<file path="src/rtl/muldiv_pkg.sv">
// Shared encodings for the sequential multiply/divide unit.
package muldiv_pkg;
  localparam int DEF_WIDTH = 32;

  typedef enum logic [1:0] {
    OP_MUL  = 2'b00,
    OP_MLAL = 2'b01,
    OP_MLS  = 2'b10,
    OP_DIV  = 2'b11
  } op_e;

  typedef enum logic [2:0] {
    ST_IDLE = 3'd0,
    ST_PREP = 3'd1,
    ST_ITER = 3'd2,
    ST_FIX  = 3'd3,
    ST_DONE = 3'd4
  } state_e;
endpackage

</file>
<file path="src/rtl/muldiv_step.sv">
// One iteration: shift-add multiply step, or restoring shift-subtract divide step.
module muldiv_step #(
  parameter int WIDTH = 32
) (
  input  logic             i_div,
  input  logic [WIDTH-1:0] i_hi,
  input  logic [WIDTH-1:0] i_lo,
  input  logic [WIDTH-1:0] i_m,
  output logic [WIDTH-1:0] o_hi,
  output logic [WIDTH-1:0] o_lo
);
  logic [WIDTH:0] w_sum;
  logic [WIDTH:0] w_rs;
  logic [WIDTH:0] w_diff;
  logic           w_qbit;

  // Multiply: hi accumulates, lo holds the multiplier shifting out LSB-first.
  assign w_sum  = {1'b0, i_hi} + (i_lo[0] ? {1'b0, i_m} : {(WIDTH+1){1'b0}});
  // Divide: hi is the partial remainder, lo shifts dividend out / quotient in.
  assign w_rs   = {i_hi, i_lo[WIDTH-1]};
  assign w_diff = w_rs - {1'b0, i_m};
  assign w_qbit = ~w_diff[WIDTH];

  always_comb begin
    o_hi = w_sum[WIDTH:1];
    o_lo = {w_sum[0], i_lo[WIDTH-1:1]};
    if (i_div) begin
      o_hi = w_qbit ? w_diff[WIDTH-1:0] : w_rs[WIDTH-1:0];
      o_lo = {i_lo[WIDTH-2:0], w_qbit};
    end
  end
endmodule

</file>
<file path="src/rtl/muldiv_seq.sv">
// Sequential multiply / multiply-accumulate / multiply-subtract / divide unit.
module muldiv_seq
  import muldiv_pkg::*;
#(
  parameter int WIDTH = DEF_WIDTH
) (
  input  logic             clk,
  input  logic             reset,
  input  logic             start,
  input  logic [1:0]       op,
  input  logic             is_unsigned,
  input  logic [WIDTH-1:0] a,
  input  logic [WIDTH-1:0] b,
  input  logic [WIDTH-1:0] c,
  input  logic [WIDTH-1:0] d,
  input  logic             flush,
  output logic             busy,
  output logic             stall,
  output logic             done,
  output logic [WIDTH-1:0] result_lo,
  output logic [WIDTH-1:0] result_hi,
  output logic [1:0]       flags
);
  localparam int CW = (WIDTH > 1) ? $clog2(WIDTH) : 1;

  state_e           r_state;
  logic [CW-1:0]    r_cnt;
  op_e              r_op;
  logic             r_uns;
  logic [WIDTH-1:0] r_a, r_b, r_c, r_d;
  logic [WIDTH-1:0] r_hi, r_lo, r_m;
  logic             r_sgn, r_rsgn;
  logic             r_busy, r_done;
  logic [WIDTH-1:0] r_res_lo, r_res_hi;
  logic [1:0]       r_flags;

  logic             w_a_neg, w_b_neg, w_is_div, w_wide;
  logic [WIDTH-1:0] w_abs_a, w_abs_b;
  logic [WIDTH-1:0] w_hi_n, w_lo_n;
  logic [2*WIDTH-1:0] w_prod_s;
  logic [WIDTH-1:0] w_quot, w_rem;
  logic [2*WIDTH-1:0] w_fin;
  logic [1:0]       w_flags;

  assign w_is_div = (r_op == OP_DIV);
  assign w_a_neg  = ~r_uns & r_a[WIDTH-1];
  assign w_b_neg  = ~r_uns & r_b[WIDTH-1];
  assign w_abs_a  = w_a_neg ? (~r_a + 1'b1) : r_a;
  assign w_abs_b  = w_b_neg ? (~r_b + 1'b1) : r_b;

  muldiv_step #(.WIDTH(WIDTH)) u_step (
    .i_div (w_is_div),
    .i_hi  (r_hi),
    .i_lo  (r_lo),
    .i_m   (r_m),
    .o_hi  (w_hi_n),
    .o_lo  (w_lo_n)
  );

  // Sign fix-up: product/quotient take the operand sign, remainder the dividend's.
  assign w_prod_s = r_sgn ? (~{r_hi, r_lo} + 1'b1) : {r_hi, r_lo};
  assign w_quot   = r_sgn ? (~r_lo + 1'b1) : r_lo;
  assign w_rem    = r_rsgn ? (~r_hi + 1'b1) : r_hi;
  assign w_wide   = (r_op == OP_MUL) || (r_op == OP_MLAL);

  always_comb begin
    w_fin = w_prod_s;
    case (r_op)
      OP_MUL:  w_fin = w_prod_s;
      OP_MLAL: w_fin = w_prod_s + {r_d, r_c};
      OP_MLS:  w_fin = {{WIDTH{1'b0}}, r_c - w_prod_s[WIDTH-1:0]};
      OP_DIV:  w_fin = {w_rem, w_quot};
      default: w_fin = w_prod_s;
    endcase
  end

  assign w_flags = w_wide ? {w_fin[2*WIDTH-1], (w_fin == '0)}
                          : {w_fin[WIDTH-1], (w_fin[WIDTH-1:0] == '0)};

  always_ff @(posedge clk or posedge reset) begin
    if (reset) begin
      r_state  <= ST_IDLE;
      r_cnt    <= '0;
      r_op     <= OP_MUL;
      r_uns    <= 1'b0;
      r_a      <= '0;
      r_b      <= '0;
      r_c      <= '0;
      r_d      <= '0;
      r_hi     <= '0;
      r_lo     <= '0;
      r_m      <= '0;
      r_sgn    <= 1'b0;
      r_rsgn   <= 1'b0;
      r_busy   <= 1'b0;
      r_done   <= 1'b0;
      r_res_lo <= '0;
      r_res_hi <= '0;
      r_flags  <= 2'b01;
    end else begin
      r_done <= 1'b0;
      if (flush && (r_state != ST_IDLE)) begin
        r_state <= ST_IDLE;
        r_cnt   <= '0;
        r_busy  <= 1'b0;
      end else begin
        case (r_state)
          ST_IDLE: begin
            if (start && !flush) begin
              r_op    <= op_e'(op);
              r_uns   <= is_unsigned;
              r_a     <= a;
              r_b     <= b;
              r_c     <= c;
              r_d     <= d;
              r_busy  <= 1'b1;
              r_state <= ST_PREP;
            end
          end
          ST_PREP: begin
            r_sgn  <= w_a_neg ^ w_b_neg;
            r_rsgn <= w_a_neg;
            r_hi   <= '0;
            r_cnt  <= '0;
            r_lo   <= w_is_div ? w_abs_a : w_abs_b;
            r_m    <= w_is_div ? w_abs_b : w_abs_a;
            if (w_is_div && (r_b == '0)) begin
              r_res_lo <= '0;
              r_res_hi <= '0;
              r_flags  <= 2'b01;
              r_done   <= 1'b1;
              r_state  <= ST_DONE;
            end else begin
              r_state <= ST_ITER;
            end
          end
          ST_ITER: begin
            r_hi <= w_hi_n;
            r_lo <= w_lo_n;
            if (r_cnt == CW'(WIDTH-1)) begin
              r_cnt   <= '0;
              r_state <= ST_FIX;
            end else begin
              r_cnt <= r_cnt + 1'b1;
            end
          end
          ST_FIX: begin
            r_res_lo <= w_fin[WIDTH-1:0];
            r_res_hi <= w_fin[2*WIDTH-1:WIDTH];
            r_flags  <= w_flags;
            r_done   <= 1'b1;
            r_state  <= ST_DONE;
          end
          ST_DONE: begin
            r_busy  <= 1'b0;
            r_state <= ST_IDLE;
          end
          default: r_state <= ST_IDLE;
        endcase
      end
    end
  end

  assign busy      = r_busy;
  assign done      = r_done;
  assign stall     = (start && (r_state != ST_IDLE)) || r_busy;
  assign result_lo = r_res_lo;
  assign result_hi = r_res_hi;
  assign flags     = r_flags;
endmodule

</file>
<file path="config.mk">
export PLATFORM = sky130hd
export DESIGN_NAME = muldiv_seq
export DESIGN_NICKNAME = d
export VERILOG_FILES = /design/src/rtl/muldiv_pkg.sv /design/src/rtl/muldiv_step.sv /design/src/rtl/muldiv_seq.sv
export SDC_FILE = /design/constraint.sdc
export NUM_CORES = 1
export LEC_CHECK = 0
export ABC_AREA = 1
export CAP_MARGIN = 20
export CELL_PAD_IN_SITES_DETAIL_PLACEMENT = 2
export CELL_PAD_IN_SITES_GLOBAL_PLACEMENT = 2
export CORE_ASPECT_RATIO = 0.7
export CORE_MARGIN = 4
export CORE_UTILIZATION = 35
export CTS_CLUSTER_SIZE = 28
export DETAILED_ROUTE_END_ITERATION = 12
export GPL_ROUTABILITY_DRIVEN = 0
export HOLD_SLACK_MARGIN = 0.06
export PLACE_DENSITY_LB_ADDON = 0.05
export SLEW_MARGIN = 0
export SYNTH_ARGS = -nofsm -noshare
export SYNTH_HDL_FRONTEND = slang
export SYNTH_HIERARCHICAL = 1
export SYNTH_SLANG_ARGS = --single-unit
export TNS_END_PERCENT = 50
</file>
<file path="constraint.sdc">
create_clock -name clk -period 18.95 [get_ports clk]
set_clock_uncertainty 0.1 [all_clocks]
set_input_delay 2.8425 -clock clk [delete_from_list [all_inputs] [get_ports clk]]
set_output_delay 2.8425 -clock clk [all_outputs]
set_load 0.02 [all_outputs]
</file>
==> results by group, run 1 <==
Status
  • Outcome: completed

Route
  • DRT Pass-1 Iters: 5
  • Avg WL per Cell: around 26 microns
  • Vias: approximately 38000
  • # DRC: 0
  • Number of routed nets with antenna violations: 0
  • Initial DRC count: 4025
  • Via-to-Cell Ratio: 5.643
  • Total Wirelength: 176800 microns

Clock network
  • Post-CTS Resized: 0
  • Worst-Skew Late Latency: 620 ps
  • Clock sink count: 305
  • CTS H-tree lvls: 2
  • CTS buffer count: 37
  • # hold bufs at CTS: 0
  • CTS clk-pin slew, worst paths: ~60 ps
  • CTS tree: done
  • Post-CTS Setup Bufs: 0
  • CTS max path bufs: 3
  • CTS root buf: clkbuf_16

Placement
  • PortBufs: 203
  • Placed Cells: 6688
  • Dpl hpwl: 147000 microns
  • Total cell area at the placement stage: roughly 35000 sq um
  • Pre-CTS setup slack: 11850 ps

Synthesis
  • Post-Syn Nets: 5698
  • Yosys reg bits: 305
  • Top cell type's share of synthesized area: 0.2364
  • Synthesized cell area: around 32000 sq um
  • Avg Synthesized Cell Area: 5.973 sq um
  • Ys async rst share: 1.000
  • Synthesized instance count: between 5000 and 6000
  • Sequential area share after synthesis: 0.2372
  • Post-synth top cells: 1687 x nand2_1, 855 x inv_1, 585 x nor2_1, 410 x nand3_1, 320 x a21oi_1
  • Cell variety after synth: 66
  • Number of synthesized flops with an enable pin: 0
  • Most numerous cell in the Yosys netlist: nand2_1
  • Cell taking the most area after synthesis: dfrtp_1
  • Yosys Warn Count: 6
  • Most used DFF post-synth: dfrtp_1
  • Synth top area cells: dfrtp_1 24%, nand2_1 20%, inv_1 10%, nor2_1 6.8%, ha_1 6.7%

Setup path
  • Flop2flop setup slack: between 10000 and 15000 ps
  • Worst setup SP type: input pin
  • CP Max Fanout: 2
  • CP Capture Type: output port
  • Worst Path Class, Setup: input pin to output port
  • Crit path arrival time: 4180 ps
  • CP required: 16010 ps

Cells and area
  • Area grow syn2layout: 13.58%
  • Design area: 36550 sq um
  • Layout Cells excl Fill: between 6000 and 7000
  • Nets@finish: 5817
  • Share of post-route cells with drive strength above 1: 0.04681

Min path
  • Hold/Removal Path Class: flip-flop to flip-flop

Timing
  • Slew @ Worst Pin: 1192 ps
  • Count of endpoints failing hold in the final timing report: 0
  • Final slew viol count: 0
  • Finish-stage setup viols: 0
  • RSZ-0062 raised after global routing: no
  • Final critical-path required period: 7118 ps
  • Final period util: 0.3756
  • Fmax: 140.5 MHz
  • Final setup TNS: 0 ps
  • Slew Limit Headroom: 0.2044
  • Final WS setup: between 10000 and 15000 ps

Die
  • Core Area: 90590 sq um
  • I/O Pins: 204
  • Initial Util: 0.3552
  • Die Span Y: 261.7 microns
  • Die width: around 370 microns
  • Site Rows: 92
  • Die area: slightly below 100000 sq um

Global route
  • First-pass GRT wire length: 257200 microns
  • Initial antenna violation count: 8
  • Number of global-route vias before repair: 38618
  • Largest net degree at the start of global routing: 88
  • GRT overflow: 0
  • All-layer global routing usage: 0.3553

Run
  • Max Cap Viol: 0
==> state kept, by name, summed over array words and instances (netlist names) <==
| name | cells |
|---|---|
| r_a | 32 |
| busy | 1 |
| r_lo | 32 |
| r_op | 2 |
| r_hi | 32 |
| r_c | 32 |
| result_lo | 32 |
| flags | 2 |
| r_m | 32 |
| r_sgn | 1 |
| r_state | 3 |
| r_cnt | 5 |
| r_b | 32 |
| result_hi | 32 |
| r_rsgn | 1 |
| r_uns | 1 |
| r_d | 32 |
| done | 1 |
==> cell families after synthesis <==
group | Yosys count | synth area share
fa+ha+maj | 176 | 0.06937
flops | 305 | 0.2372
simple gates | 2898 | 0.3745
buf+inv | 1024 | 0.1231
xor+xnor | 110 | 0.03018
mux | 77 | 0.02691
compound gates | 797 | 0.1387
==> cell usage in the layout, fill, tap and decap left out, drive strengths merged, types with 76 or more instances in the layout <==
cell type      count
clkdlybuf4s50    203
nor2             597
o21ai            310
inv              861
nand3            421
dfrtp            304
ha               172
xor2              95
nand2           1714
a21oi            323
mux2              76
==> final cells by class <==
cell class              count  area, sq um
repair buffers            239         2322
multi-input cells        4058        20620
inverters                 865         3258
well taps                1222         1529
diodes                      5        12.51
clock inverters            11        110.1
flip-flops and latches    305         7635
fillers                 11539        54050
clock buffers              55         1064
==> metal layers <==
metal / global-route usage / routed length (microns) / vias up
li1: - / - / 17293
met1: 0.5509 / 86450 / 19315
met2: 0.4871 / 67860 / 1416
met3: 0.1075 / 20400 / 123
met4: 0.04376 / 2099 / 2
met5: 0 / 12 / -
==> stage by stage <==
step | hold slack [ps] | utilization
2_1_floorplan | 345.9 | -
3_3_place_gp | 369.9 | 0.3900
3_5_place_dp | 377.1 | 0.3900
4_1_cts | 392.4 | 0.4030
5_1_grt | 409.7 | 0.4033
6_report | 383.8 | 0.4034
==> worst paths after layout <==
kind | start | to | depth (start not counted)
max | start | stall | 4
min | result_hi[17] | result_hi[17] | 2
max reg2reg | r_lo[0] | flags[0] | 26
min reg2reg | result_hi[17] | result_hi[17] | 2
max in group asynchronous | reset | r_c[29] | 4
min in group asynchronous | reset | r_hi[28] | 2
==> worst max-delay path, stage by stage <==
cell             delay (ps)
clkdlybuf4s50_1         500
inv_1                    70
o21bai_1                140
clkdlybuf4s50_1         620
Power of run 1 is not shown: default switching activity piles up to over one toggle a cycle in this logic, so the estimate is an artifact.
==> run 2, diff against run 1 <==
Settings changed: CORE_UTILIZATION 35 to 33.
Clock period 18.95 ns to 6.55 ns, I/O delays scaled along.
==> results by group, run 2 (same netlist as run 1, synthesis figures left out) <==
Status
  • Outcome: completed

Cells and area
  • Most common cell after layout, fill and taps aside: nand2_1
  • Share of post-route cells with drive strength above 1: 0.05511
  • Nets@finish: approximately 5900
  • Area grow syn2layout: 15.34%
  • Commonest non-fill, non-tap cells in the layout: 1685 x nand2_1, 853 x inv_1, 577 x nor2_1, 410 x nand3_1, 320 x a21oi_1

Setup path
  • CP required: 6950 ps
  • Worst Path Class, Setup: flip-flop to flip-flop
  • Slowest stage cell on the critical path: xor2_1
  • Worst Setup SP: r_lo[24]
  • Critical R2R Launch: r_lo[24]
  • CP Max Fanout: 6
  • Worst setup SP type: flip-flop
  • Max stage delay on crit path: around 690 ps
  • Reg2reg path depth: 28
  • Crit path arrival time: roughly 7000 ps
  • CP Capture Type: flip-flop
  • Most used cell, CP: nand2_1

Route
  • Number of routed nets with antenna violations: 0
  • Via-to-Cell Ratio: 5.571
  • Initial DRC count: 4074
  • Vias: 38370
  • DRT Pass-1 Iters: 6
  • # DRC: 0
  • Avg WL per Cell: 26.36 microns
  • Total Wirelength: 181600 microns

Min path
  • Worst hold start: result_hi[17]
  • Hold path depth: 2
  • Hold/Removal Path Class: flip-flop to flip-flop

Global route
  • All-layer global routing usage: 0.3418
  • Initial antenna violation count: 12
  • GRT overflow: 0
  • Largest net degree at the start of global routing: 162
  • First-pass GRT wire length: 263900 microns
  • Number of global-route vias before repair: 38476

Clock network
  • CTS root buf: clkbuf_16
  • CTS tree: done
  • Worst-Skew Late Latency: 620 ps
  • # hold bufs at CTS: 0
  • Clock sink count: 305
  • CTS H-tree lvls: 2
  • CTS clk-pin slew, worst paths: 60 ps
  • CTS buffer count: 38
  • CTS max path bufs: 3

Timing
  • Finish-stage setup viols: 0
  • Final critical-path required period: ~6500 ps
  • Count of endpoints failing hold in the final timing report: 0
  • Fmax: 154.1 MHz
  • Final period util: 0.9910
  • RSZ-0062 raised after global routing: no
  • Slew @ Worst Pin: around 1200 ps
  • Final slew viol count: 0
  • Slew Limit Headroom: 0.2213
  • Final setup TNS: 0 ps

Die
  • Core Area: 96400 sq um
  • Die width: 381.2 microns
  • Die Span Y: 269.3 microns
  • I/O Pins: around 200
  • Initial Util: 0.3338
  • Die area: 102600 sq um
  • Site Rows: 95

Placement
  • Dpl hpwl: ~150000 microns
  • PortBufs: 203

Run
  • Max Cap Viol: 0
[run 2: worst paths after layout]
path / slack (ps) / endpoint
worst max-delay path: 60 / flags[0]
worst min-delay path: 380 / result_hi[17]
worst max register to register: 60 / flags[0]
worst min register to register: 380 / result_hi[17]
max in group asynchronous: 4140 / r_sgn
min in group asynchronous: 780 / r_hi[0]
[run 2: area by class of cell]
class / count / area, sq um
multi-input combinational: 4058 / 20640
clock buffer: 52 / 1074
antenna: 7 / 17.52
clock inverter: 13 / 216.5
fill: 12237 / 59290
inverter: 865 / 3254
timing repair buffer: 278 / 2639
sequential: 305 / 7635
tap: 1309 / 1638
[run 2: timing repair]
item / 4_1_cts / 5_1_grt
setup buffers: 0 / 2
endpoints found under the setup margin: 0 / 1
gates resized for setup: 0 / 6
[run 2: worst max-delay path, delay by kind of cell (launching register included)]
| family | cells | cell delay [ps] |
|---|---|---|
| buffers and inverters | 4 | 540 |
| adders and majority gates | 1 | 340 |
| xor gates and xnor gates | 1 | 690 |
| DFF | 1 | 430 |
| AOI/OAI and AO/OA | 2 | 680 |
| and+or+nand+nor | 20 | 3560 |
[run 2: stage by stage]
step	util	worst slack (ps)	hold slack [ps]	std cells	instance area (sq um)
global placement	0.3708	419.1	368.0	6811	35750
CTS	0.3842	152.2	394.1	6876	37040
global route	0.3848	29.72	427.1	6880	37090
floorplan	-	1411	345.9	5387	32180
finish	0.3850	59.07	384.2	6887	37110
detailed placement	0.3708	242.1	376.4	6811	35750
[run 2: routing by layer]
layer  track usage  share of wire  vias to the layer above
li1              -              -                    17374
met1        0.5337           0.50                    19348
met2        0.4542           0.37                     1510
met3        0.1197           0.12                      132
met4       0.03683          0.011                        6
met5             0        0.00019                        -
Power of run 2 is left out for the same reason.
